===== config.mk =====
export PLATFORM = sky130hd
export DESIGN_NAME = rcc_bus_clk_en_ctrl
export DESIGN_NICKNAME = d
export VERILOG_FILES = /design/src/rtl/rcc_pkg.sv /design/src/rtl/rcc_bus_clk_en_chan.sv /design/src/rtl/rcc_bus_clk_en_ctrl.sv
export SDC_FILE = /design/constraint.sdc
export NUM_CORES = 1
export LEC_CHECK = 0
export CORE_MARGIN = 2
export CORE_UTILIZATION = 55
export DETAILED_ROUTE_END_ITERATION = 7
export PLACE_DENSITY = 0.83
export SLEW_MARGIN = 5
export SYNTH_ARGS = -nofsm -noshare
export SYNTH_HDL_FRONTEND = slang
export SYNTH_SLANG_ARGS = --single-unit

===== constraint.sdc =====
create_clock -name sys_clk -period 4.12 [get_ports sys_clk]
set_input_delay 0.412 -clock sys_clk [delete_from_list [all_inputs] [get_ports sys_clk]]
set_output_delay 0.412 -clock sys_clk [all_outputs]
set_load 0.02 [all_outputs]

===== src/rtl/rcc_pkg.sv =====
`default_nettype none
// ============================================================================
//  Module   : rcc_pkg
//  Brief    : Shared types and sizing helpers for the bus clock-enable block.
//  Revision : 1.0  initial release
// ============================================================================
package rcc_pkg;

    // Per-channel idle state; RUN is the reset state.
    typedef enum logic [1:0] {
        ST_RUN   = 2'd0,
        ST_HOLD  = 2'd1,
        ST_GATED = 2'd2
    } idle_state_e;

    // Prescaler counter width: must reach 2^(2^div_w-1)-1.
    function automatic int cnt_width(input int div_w);
        return (1 << div_w) - 1;
    endfunction

endpackage
`default_nettype wire


===== src/rtl/rcc_bus_clk_en_chan.sv =====
`default_nettype none
// ============================================================================
//  Module   : rcc_bus_clk_en_chan
//  Brief    : One bus channel: 2^n prescaler with boundary-aligned ratio
//             updates plus a RUN/HOLD/GATED idle FSM driving the ICG enable.
//  Revision : 1.0  initial release
// ============================================================================
module rcc_bus_clk_en_chan
    import rcc_pkg::*;
#(
    parameter int DIV_W  = 3,
    parameter int HOLD_W = 4
) (
    input  logic              clk,
    input  logic              rst_n,
    input  logic [DIV_W-1:0]  i_div_sel,
    input  logic              i_div_upd,
    input  logic              i_sleep_req,
    input  logic              i_busy,
    input  logic [HOLD_W-1:0] i_hold_cycles,
    output logic              o_clk_en,
    output logic              o_tick,
    output logic [DIV_W-1:0]  o_div_cur,
    output logic              o_gated_sts
);

    localparam int c_cnt_w = cnt_width(DIV_W);
    localparam logic [c_cnt_w-1:0] c_cnt_ones = '1;

    idle_state_e         r_state;
    idle_state_e         w_state_nxt;
    logic [HOLD_W-1:0]   r_hold_cnt;
    logic [c_cnt_w-1:0]  r_cnt;
    logic [c_cnt_w-1:0]  w_term_val;
    logic [DIV_W-1:0]    r_div_cur;
    logic [DIV_W-1:0]    r_div_pend;
    logic                r_pend_v;
    logic                r_tick;
    logic                r_clk_en;
    logic                r_gated;
    logic                w_sleep_ok;
    logic                w_adv;
    logic                w_term;
    logic                w_clk_en_nxt;
    logic                w_gated_nxt;

    assign w_sleep_ok = i_sleep_req & ~i_busy;
    assign w_adv      = (r_state != ST_GATED);
    // Low div_cur bits set: the count value that closes one 2^div_cur period.
    assign w_term_val = ~(c_cnt_ones << r_div_cur);
    assign w_term     = w_adv && (r_cnt == w_term_val);

    // ------------------------------------------------------------------
    // Prescaler and ratio update
    // ------------------------------------------------------------------
    always_ff @(posedge clk or negedge rst_n) begin
        if (!rst_n) begin
            r_cnt      <= '0;
            r_tick     <= 1'b0;
            r_div_cur  <= '0;
            r_div_pend <= '0;
            r_pend_v   <= 1'b0;
        end else begin
            if (w_adv) begin
                r_cnt <= w_term ? '0 : r_cnt + c_cnt_w'(1);
            end
            r_tick <= w_term;
            // Only a value already pending applies on this boundary; a
            // coincident update waits for the next one.
            if (w_term && r_pend_v) begin
                r_div_cur <= r_div_pend;
            end
            if (i_div_upd) begin
                r_div_pend <= i_div_sel;
                r_pend_v   <= 1'b1;
            end else if (w_term) begin
                r_pend_v   <= 1'b0;
            end
        end
    end

    // ------------------------------------------------------------------
    // Idle FSM: state register
    // ------------------------------------------------------------------
    always_ff @(posedge clk or negedge rst_n) begin
        if (!rst_n) begin
            r_state <= ST_RUN;
        end else begin
            r_state <= w_state_nxt;
        end
    end

    // Idle FSM: next state. Losing sleep eligibility always wins.
    always_comb begin
        w_state_nxt = r_state;
        case (r_state)
            ST_RUN: begin
                if (w_sleep_ok) begin
                    w_state_nxt = (i_hold_cycles == '0) ? ST_GATED : ST_HOLD;
                end
            end
            ST_HOLD: begin
                if (!w_sleep_ok) begin
                    w_state_nxt = ST_RUN;
                end else if (r_hold_cnt >= i_hold_cycles) begin
                    w_state_nxt = ST_GATED;
                end
            end
            ST_GATED: begin
                if (!w_sleep_ok) begin
                    w_state_nxt = ST_RUN;
                end
            end
            default: w_state_nxt = ST_RUN;
        endcase
    end

    // Idle FSM: outputs, decoded from the next state and registered.
    always_comb begin
        w_clk_en_nxt = (w_state_nxt != ST_GATED);
        w_gated_nxt  = (w_state_nxt == ST_GATED);
    end

    always_ff @(posedge clk or negedge rst_n) begin
        if (!rst_n) begin
            r_clk_en <= 1'b1;
            r_gated  <= 1'b0;
        end else begin
            r_clk_en <= w_clk_en_nxt;
            r_gated  <= w_gated_nxt;
        end
    end

    // Hold-off counter: counts eligible cycles spent in HOLD.
    always_ff @(posedge clk or negedge rst_n) begin
        if (!rst_n) begin
            r_hold_cnt <= '0;
        end else if ((r_state == ST_RUN) && (w_state_nxt == ST_HOLD)) begin
            r_hold_cnt <= HOLD_W'(1);
        end else if ((r_state == ST_HOLD) && (w_state_nxt == ST_HOLD)) begin
            r_hold_cnt <= r_hold_cnt + HOLD_W'(1);
        end else begin
            r_hold_cnt <= '0;
        end
    end

    assign o_clk_en    = r_clk_en;
    assign o_tick      = r_tick;
    assign o_div_cur   = r_div_cur;
    assign o_gated_sts = r_gated;

endmodule
`default_nettype wire


===== src/rtl/rcc_bus_clk_en_ctrl.sv =====
`default_nettype none
// ============================================================================
//  Module   : rcc_bus_clk_en_ctrl
//  Brief    : Multi-channel bus clock-enable / prescaler controller in the
//             sys_clk domain; one rcc_bus_clk_en_chan per channel.
//  Revision : 1.0  initial release
// ============================================================================
module rcc_bus_clk_en_ctrl
    import rcc_pkg::*;
#(
    parameter int CH_NUM = 4,
    parameter int DIV_W  = 3,
    parameter int HOLD_W = 4
) (
    input  logic                    sys_clk,
    input  logic                    sys_rst_n,
    input  logic [CH_NUM*DIV_W-1:0] div_sel,
    input  logic [CH_NUM-1:0]       div_upd,
    input  logic [CH_NUM-1:0]       sleep_req,
    input  logic [CH_NUM-1:0]       busy,
    input  logic [HOLD_W-1:0]       hold_cycles,
    output logic [CH_NUM-1:0]       clk_en,
    output logic [CH_NUM-1:0]       tick,
    output logic [CH_NUM*DIV_W-1:0] div_cur,
    output logic [CH_NUM-1:0]       gated_sts
);

    for (genvar gi = 0; gi < CH_NUM; gi++) begin : g_chan
        rcc_bus_clk_en_chan #(
            .DIV_W  (DIV_W),
            .HOLD_W (HOLD_W)
        ) u_chan (
            .clk           (sys_clk),
            .rst_n         (sys_rst_n),
            .i_div_sel     (div_sel[gi*DIV_W +: DIV_W]),
            .i_div_upd     (div_upd[gi]),
            .i_sleep_req   (sleep_req[gi]),
            .i_busy        (busy[gi]),
            .i_hold_cycles (hold_cycles),
            .o_clk_en      (clk_en[gi]),
            .o_tick        (tick[gi]),
            .o_div_cur     (div_cur[gi*DIV_W +: DIV_W]),
            .o_gated_sts   (gated_sts[gi])
        );
    end

endmodule
`default_nettype wire


==> results of run 1 <==
[metal layers]
layer	vias up	wire length (um)	track usage
met5	-	0	0
met2	70	4610	0.337
met1	1746	4200	0.270
li1	1728	-	-
met3	12	309	0.0317
met4	0	148	0.0791
[power by group through the flow]
| stage | Clock, mW | Combinational, mW | Sequential [mW] |
|---|---|---|---|
| after floorplan | 0 | 0.902 | 1.43 |
| after global placement | 0 | 1.11 | 1.50 |
| after detailed placement | 0 | 1.18 | 1.53 |
| after CTS | 0.768 | 1.20 | 1.51 |
| after global routing | 0.806 | 1.31 | 1.58 |
| final | 0.753 | 1.19 | 1.53 |
[how the worst min path moves through the flow]
stage                                          end       from  slack, ps  depth (start not counted)
finish              g_chan[3].u_chan.r_hold_cnt[0]  sys_rst_n         70                          1
global route        g_chan[3].u_chan.r_hold_cnt[2]  sys_rst_n        110                          1
CTS                 g_chan[3].u_chan.r_hold_cnt[2]  sys_rst_n        100                          1
detailed placement  g_chan[3].u_chan.r_hold_cnt[2]  sys_rst_n        490                          1
global placement       g_chan[3].u_chan.r_state[0]  sys_rst_n        480                          1
floorplan            g_chan[0].u_chan.o_div_cur[0]  sys_rst_n        120                          0
[layout by cell type, fill, tap and decap left out, types with 16 or more instances in the layout]
master and n:
dfrtp_1 88, nor2_1 53, clkdlybuf4s50_1 52, nand2_1 36
mux2_2 24, ha_1 24, inv_1 19, xor2_1 18
o21ai_0 17, nand2b_1 16
[critical path: stages (launching register included)]
cell	delay [ps]
dfrtp_1	500
or4_1	560
o22ai_1	160
nor3_1	100
nor3_2	510
o22ai_1	160
[cell families after synthesis]
| family | after synthesis | synth area share |
|---|---|---|
| and+or+nand+nor | 172 | 0.182 |
| DFF | 92 | 0.480 |
| AOI/OAI and AO/OA | 82 | 0.123 |
| buffers and inverters | 45 | 0.0455 |
| xor gates and xnor gates | 28 | 0.0510 |
| muxes | 24 | 0.0562 |
| adders and majority gates | 24 | 0.0625 |
[metrics by stage]
stage	hold slack, ps	worst slack [ps]
after floorplan	116	2100
after global placement	476	1800
after detailed placement	488	1730
after global routing	113	1830
final	69.7	1980
after CTS	97.9	1950
[sequential cells by signal, indices dropped and copies added (netlist names)]
signal,flops
g_chan.u_chan.o_tick,4
g_chan.u_chan.o_gated_sts,4
g_chan.u_chan.r_state,8
g_chan.u_chan.r_cnt,28
g_chan.u_chan.r_pend_v,4
g_chan.u_chan.r_hold_cnt,16
g_chan.u_chan.o_clk_en,4
g_chan.u_chan.r_div_pend,12
g_chan.u_chan.o_div_cur,12
[final cells by class]
| type | count | area (um^2) | share of cell area |
|---|---|---|---|
| Sequential cell | 92 | 2310 | 0.412 |
| Multi-Input combinational cell | 330 | 2280 | 0.408 |
| Timing Repair Buffer | 55 | 543 | 0.0970 |
| Clock buffer | 10 | 138 | 0.0246 |
| Tap cell | 108 | 135 | 0.0242 |
| Clock inverter | 6 | 119 | 0.0212 |
| Inverter | 19 | 71.3 | 0.0127 |
==> out/results.txt, run 1 <==
Status: completed
CTS clk-pin slew, worst paths: 90 ps
DR pass1 iterations: 4
Post-synthesis register bit count: 92
Syn Nets: 521
Critical path arrival: 2360 ps
Mean post-synth cell area: 10.3 um^2
Post-synth top cells: 88 x dfrtp_1, 53 x nor2_1, 36 x nand2_1
Clock power share: 0.217
Worst-Margin Slew: 661 ps
Clock skew: 6.59 ps
Largest area contributor in the netlist: dfrtp_1
Post-placement cell count: 604
Cts hold-fix bufs: 0
Starting density of the core: 0.560
Unique masters post-synth: 51
Pwr Density: 620 nW/um^2
Vias/cell: 5.74
Max_slew headroom: 0.559
Max-cap violations: 0
Clk buf depth: 2
FP Rows: 34
Post-CTS sizing: 0
Seq/Total Area, Yosys: 0.480
RSZ-0062 raised after global routing: false
LEAKAGE: 2.52 nW
Yosys top cell area share: 0.458
Routed Wire Length: 9270 um
Critical R2R Launch: g_chan[2].u_chan.o_div_cur[2]
Final HPWL from detailed placement: 6650 um
Initial antenna violation count: 0
Worst Path Required: 4340 ps
Clk sinks: 92
Synth area leaders: dfrtp_1 46%, ha_1 6.2%, mux2_2 5.6%, nor2_1 4.1%, xor2_1 3.3%
Initial drt markers: 221
Clock Latency Late Sink: 350 ps
Hold Crit Class: in -> async
DRC violations left: 0
Overall die width: 97.5 um
Die area: 9510 um^2
Sw frac: 0.378
Area after DPL: 5340 um^2
Share of cells above drive strength 1: 0.107
CTS tree: done
Comb power frac: 0.343
Final setup vio count: 0
Final nets: 561
Final Wtd Congestion: 0.878
FF-to-FF path depth: 5
Layout area overhead: 16.4%
EDFF count, synth: 0
Pint: 2.15 mW
Slew Limit Fails: 0
Setup CP Type: reg -> reg
Vias in the first global route: 3452
R2r setup slk: 1980 ps
Psw: 1.31 mW
Total power draw: 3.47 mW
Final hold viol count: 0
Worst setup path end: g_chan[2].u_chan.r_cnt[1]
I/O Pins: 54
Crit path launch: g_chan[2].u_chan.o_div_cur[2]
Grt total ovfl: 0
Critical path endpoint category: flip-flop
Final period util: 0.519
Sequential Power Share: 0.440
Die height: 97.5 um
Layout Utilization: 0.651
Crit Reg-Reg Endpoint: g_chan[2].u_chan.r_cnt[1]
Top_reg_cell synth: dfrtp_1
Fin cells: 620
Via count: 3556
CP max FO: 12
Ys async rst share: 1.00
Setup bufs post-CTS: 0
Maximum vdd drop: 0.365 mV
DRT antenna net count: 0
Final min period: 2140 ps
Worst Setup Start Kind: flip-flop
CORE AREA: 8590 um^2
GRT Resource Usage Total: 0.203
Filler Cells Inserted: 660
Post-Syn Instances: 467
Htree depth: 3
Ant. Diodes: 0
Pin count of the biggest net entering global routing: 54
Design area: 5600 um^2
Drt wl/cell: 15.0 um
Yosys warns: 0
I/O Buffers: 53
Root Buffer Master: clkbuf_8
CTS buffer count: 9
Global-route wire length before repair: 15900 um
Cell with the most instances after synthesis: dfrtp_1
Cell area after synthesis: 4810 um^2
Top achievable clock speed: 0.468 GHz
Setup_tns: 0 ps
Note: power is estimated with default switching activity, not from simulation.
==> run 2: changes to the inputs <==
CORE_UTILIZATION = 51   (was 55)
PLACE_DENSITY = 0.81   (was 0.83)
clock period = 1.8 ns   (was 4.12 ns; I/O delays follow)
==> run 2 against run 1 <==
Compared with the run above: register-to-register slack worse by 2200 ps; clock power up 90%; the flow now finishes with violations (negative setup slack); final area rose by 5.7%; global-route usage fell by 0.88 points; utilization fell by 0.83 points; via count increased by 3.3%; final cell count grew 5.6%; critical endpoint is now g_chan[2].u_chan.o_div_cur[2]; count of clock-buffer cells in the layout stayed put; fmax grew 7.4%; clock skew rose by 4.0 ps; power is 140% higher; die area grew 7.5%.
==> out/results.txt, run 2 (same netlist as run 1, synthesis figures left out) <==
Status: complete, but fails checks (was completed)
Failing checks: negative setup slack
Worst-Margin Slew: 414 ps (was 661 ps)
Final nets: 593 (was 561)
Routed Wire Length: 9450 um (was 9270 um)
Root Buffer Master: clkbuf_8 (unchanged)
Final min period: 1990 ps (was 2140 ps)
Clock skew: 10.5 ps (was 6.59 ps)
Worst Path Required: 2060 ps (was 4340 ps)
Pin count of the biggest net entering global routing: 55 (was 54)
Critical path arrival: 2250 ps (was 2360 ps)
Drt wl/cell: 14.4 um (was 15.0 um)
Top delay family on crit path: simple AND/OR/NAND/NOR gates (unchanged)
Final hold viol count: 0 (unchanged)
Top Registers: g_chan.u_chan.r_cnt: 28 flops, g_chan.u_chan.r_hold_cnt: 16 flops (unchanged)
Slew Limit Fails: 0 (unchanged)
Overall die width: 101 um (was 97.5 um)
I/O Buffers: 53 (unchanged)
Critical path endpoint category: flip-flop (unchanged)
Most common cell after layout, fill and taps aside: dfrtp_1 (unchanged)
Grt total ovfl: 0 (unchanged)
Via count: 3675 (was 3556)
Initial antenna violation count: 0 (unchanged)
CTS tree: done (unchanged)
RSZ-0062 raised after global routing: true (was false)
Ant. Diodes: 0 (unchanged)
Pint: 5.05 mW (was 2.15 mW)
Filler Cells Inserted: 699 (was 660)
Sequence of cells on the critical path: or4_4 > o22ai_2 > nor3_2 > nor4_4 > mux2_2 (was or4_1 > o22ai_1 > nor3_1 > nor3_2 > o22ai_1)
I/O Pins: 54 (unchanged)
CP Depth: 5 (unchanged)
Vias/cell: 5.61 (was 5.74)
Worst Hold Margin: 292 ps (was 69.7 ps)
Hold Crit Class: in -> async (unchanged)
Clk sinks: 92 (unchanged)
Psw: 3.19 mW (was 1.31 mW)
Worst Setup Start Kind: flip-flop (unchanged)
Max_slew headroom: 0.724 (was 0.559)
DR pass1 iterations: 4 (unchanged)
GRT Resource Usage Total: 0.194 (was 0.203)
Buf/Inv on CP: 0 (unchanged)
Comb power frac: 0.416 (was 0.343)
Area after DPL: 5540 um^2 (was 5340 um^2)
Crit path launch: g_chan[2].u_chan.o_div_cur[2] (unchanged)
LEAKAGE: 2.72 nW (was 2.52 nW)
Max-cap violations: 0 (unchanged)
DRC violations left: 0 (unchanged)
Final HPWL from detailed placement: 6610 um (was 6650 um)
Clock Latency Late Sink: 360 ps (was 350 ps)
Initial drt markers: 200 (was 221)
Post-placement cell count: 631 (was 604)
Max reg flops: 28 (unchanged)
FP Rows: 35 (was 34)
Global-route wire length before repair: 16000 um (was 15900 um)
Critical R2R Launch: g_chan[2].u_chan.o_div_cur[2] (unchanged)
CP max FO: 3 (was 12)
Top achievable clock speed: 0.502 GHz (was 0.468 GHz)
Starting density of the core: 0.523 (was 0.560)
Sw frac: 0.387 (was 0.378)
Maximum vdd drop: 0.519 mV (was 0.365 mV)
Final period util: 1.11 (was 0.519)
Final Wtd Congestion: 0.841 (was 0.878)
Layout area overhead: 23.0% (was 16.4%)
Pwr Density: 1390 nW/um^2 (was 620 nW/um^2)
Clk buf depth: 2 (unchanged)
Vias in the first global route: 3587 (was 3452)
Layout Utilization: 0.643 (was 0.651)
Htree depth: 3 (unchanged)
Slowest cell on the critical path: or4_4 (was or4_1)
Setup CP Type: reg -> reg (unchanged)
Design area: 5910 um^2 (was 5600 um^2)
Die area: 10200 um^2 (was 9510 um^2)
Clock power share: 0.174 (was 0.217)
Sequential Power Share: 0.410 (was 0.440)
Die height: 101 um (was 97.5 um)
Max incr delay on CP: 530 ps (was 560 ps)
CTS buffer count: 9 (unchanged)
Fin cells: 655 (was 620)
Share of cells above drive strength 1: 0.197 (was 0.107)
Commonest cells after routing, fill and taps aside: 81 x dfrtp_1, 53 x nor2_1, 50 x clkdlybuf4s50_1 (was 88 x dfrtp_1, 53 x nor2_1, 52 x clkdlybuf4s50_1)
Final setup margin: -192 ps (was 1980 ps)
Largest Register: g_chan.u_chan.r_cnt (unchanged)
FF-to-FF path depth: 5 (unchanged)
CORE AREA: 9200 um^2 (was 8590 um^2)
CTS clk-pin slew, worst paths: 100 ps (was 90 ps)
Final setup vio count: 11 (was 0)
Setup_tns: -924 ps (was 0 ps)
DRT antenna net count: 0 (unchanged)
run 2: changes by cell type in the layout (fill, tap and decap cells not counted), sizes merged, moves of 2 or more:
cell,before,now
clkdlybuf4s50,52,50
clkinv,1,4
buf,3,34
bufinv,3,1
dlymetal6s2s,0,2
run 2: cell type report:
type,count,area [um^2],area share
Inverter,19,71.3,0.0121
Timing Repair Buffer,87,808,0.137
Sequential cell,92,2320,0.392
Tap cell,111,139,0.0235
Clock inverter,6,62.6,0.0106
Clock buffer,10,138,0.0233
Multi-Input combinational cell,330,2380,0.402
run 2: final timing paths:
path | slack, ps | to
max in group asynchronous | 840 | g_chan[0].u_chan.o_clk_en
min in group sys_clk | 420 | g_chan[2].u_chan.r_div_pend[1]
hold reg to reg | 510 | g_chan[3].u_chan.o_div_cur[0]
setup / recovery | -190 | g_chan[2].u_chan.o_div_cur[2]
setup reg to reg | -190 | g_chan[2].u_chan.o_div_cur[2]
hold / removal | 290 | g_chan[3].u_chan.r_div_pend[0]
run 2: repair_timing:
item	in CTS	in global routing
endpoints found under the hold margin	28	0
hold buffers	1	0
setup endpoints to repair	17	47
buffers inserted	2	5
gates resized for setup	13	20
pin swaps	1	11
run 2: worst reg2reg max path, stage by stage, from the launching register on:
cell	delay, ps
dfrtp_1	390
or4_4	530
o22ai_2	170
nor3_2	80
nor4_4	330
mux2_2	370
run 2: through the flow:
stage          power, mW  worst slack (ps)
2_1_floorplan       5.35              -171
3_3_place_gp        6.34              -286
3_5_place_dp        6.50              -355
4_1_cts             8.09              -190
5_1_grt             8.79              -262
6_report            8.23              -192
run 2: routing by layer:
| layer | vias up | share of wire | wire, um | global-route usage |
|---|---|---|---|---|
| met2 | 85 | 0.49 | 4620 | 0.320 |
| li1 | 1793 | - | - | - |
| met4 | 0 | 0.016 | 153 | 0.0707 |
| met1 | 1786 | 0.46 | 4310 | 0.254 |
| met3 | 11 | 0.038 | 361 | 0.0423 |
| met5 | - | 0 | 0 | 0 |
run 2: power by group through the flow:
stage | registers, mW | logic [mW] | clock network [mW]
3_3_place_gp | 3.33 | 3.01 | 0
2_1_floorplan | 3.27 | 2.08 | 0
3_5_place_dp | 3.36 | 3.14 | 0
6_report | 3.38 | 3.43 | 1.43
5_1_grt | 3.47 | 3.76 | 1.56
4_1_cts | 3.34 | 3.29 | 1.46
==> run 3: changes to the inputs <==
HOLD_SLACK_MARGIN = 0.15   (was default)
==> results of run 3 <==
Final layout, timing and power as in run 2 (identical DEF).
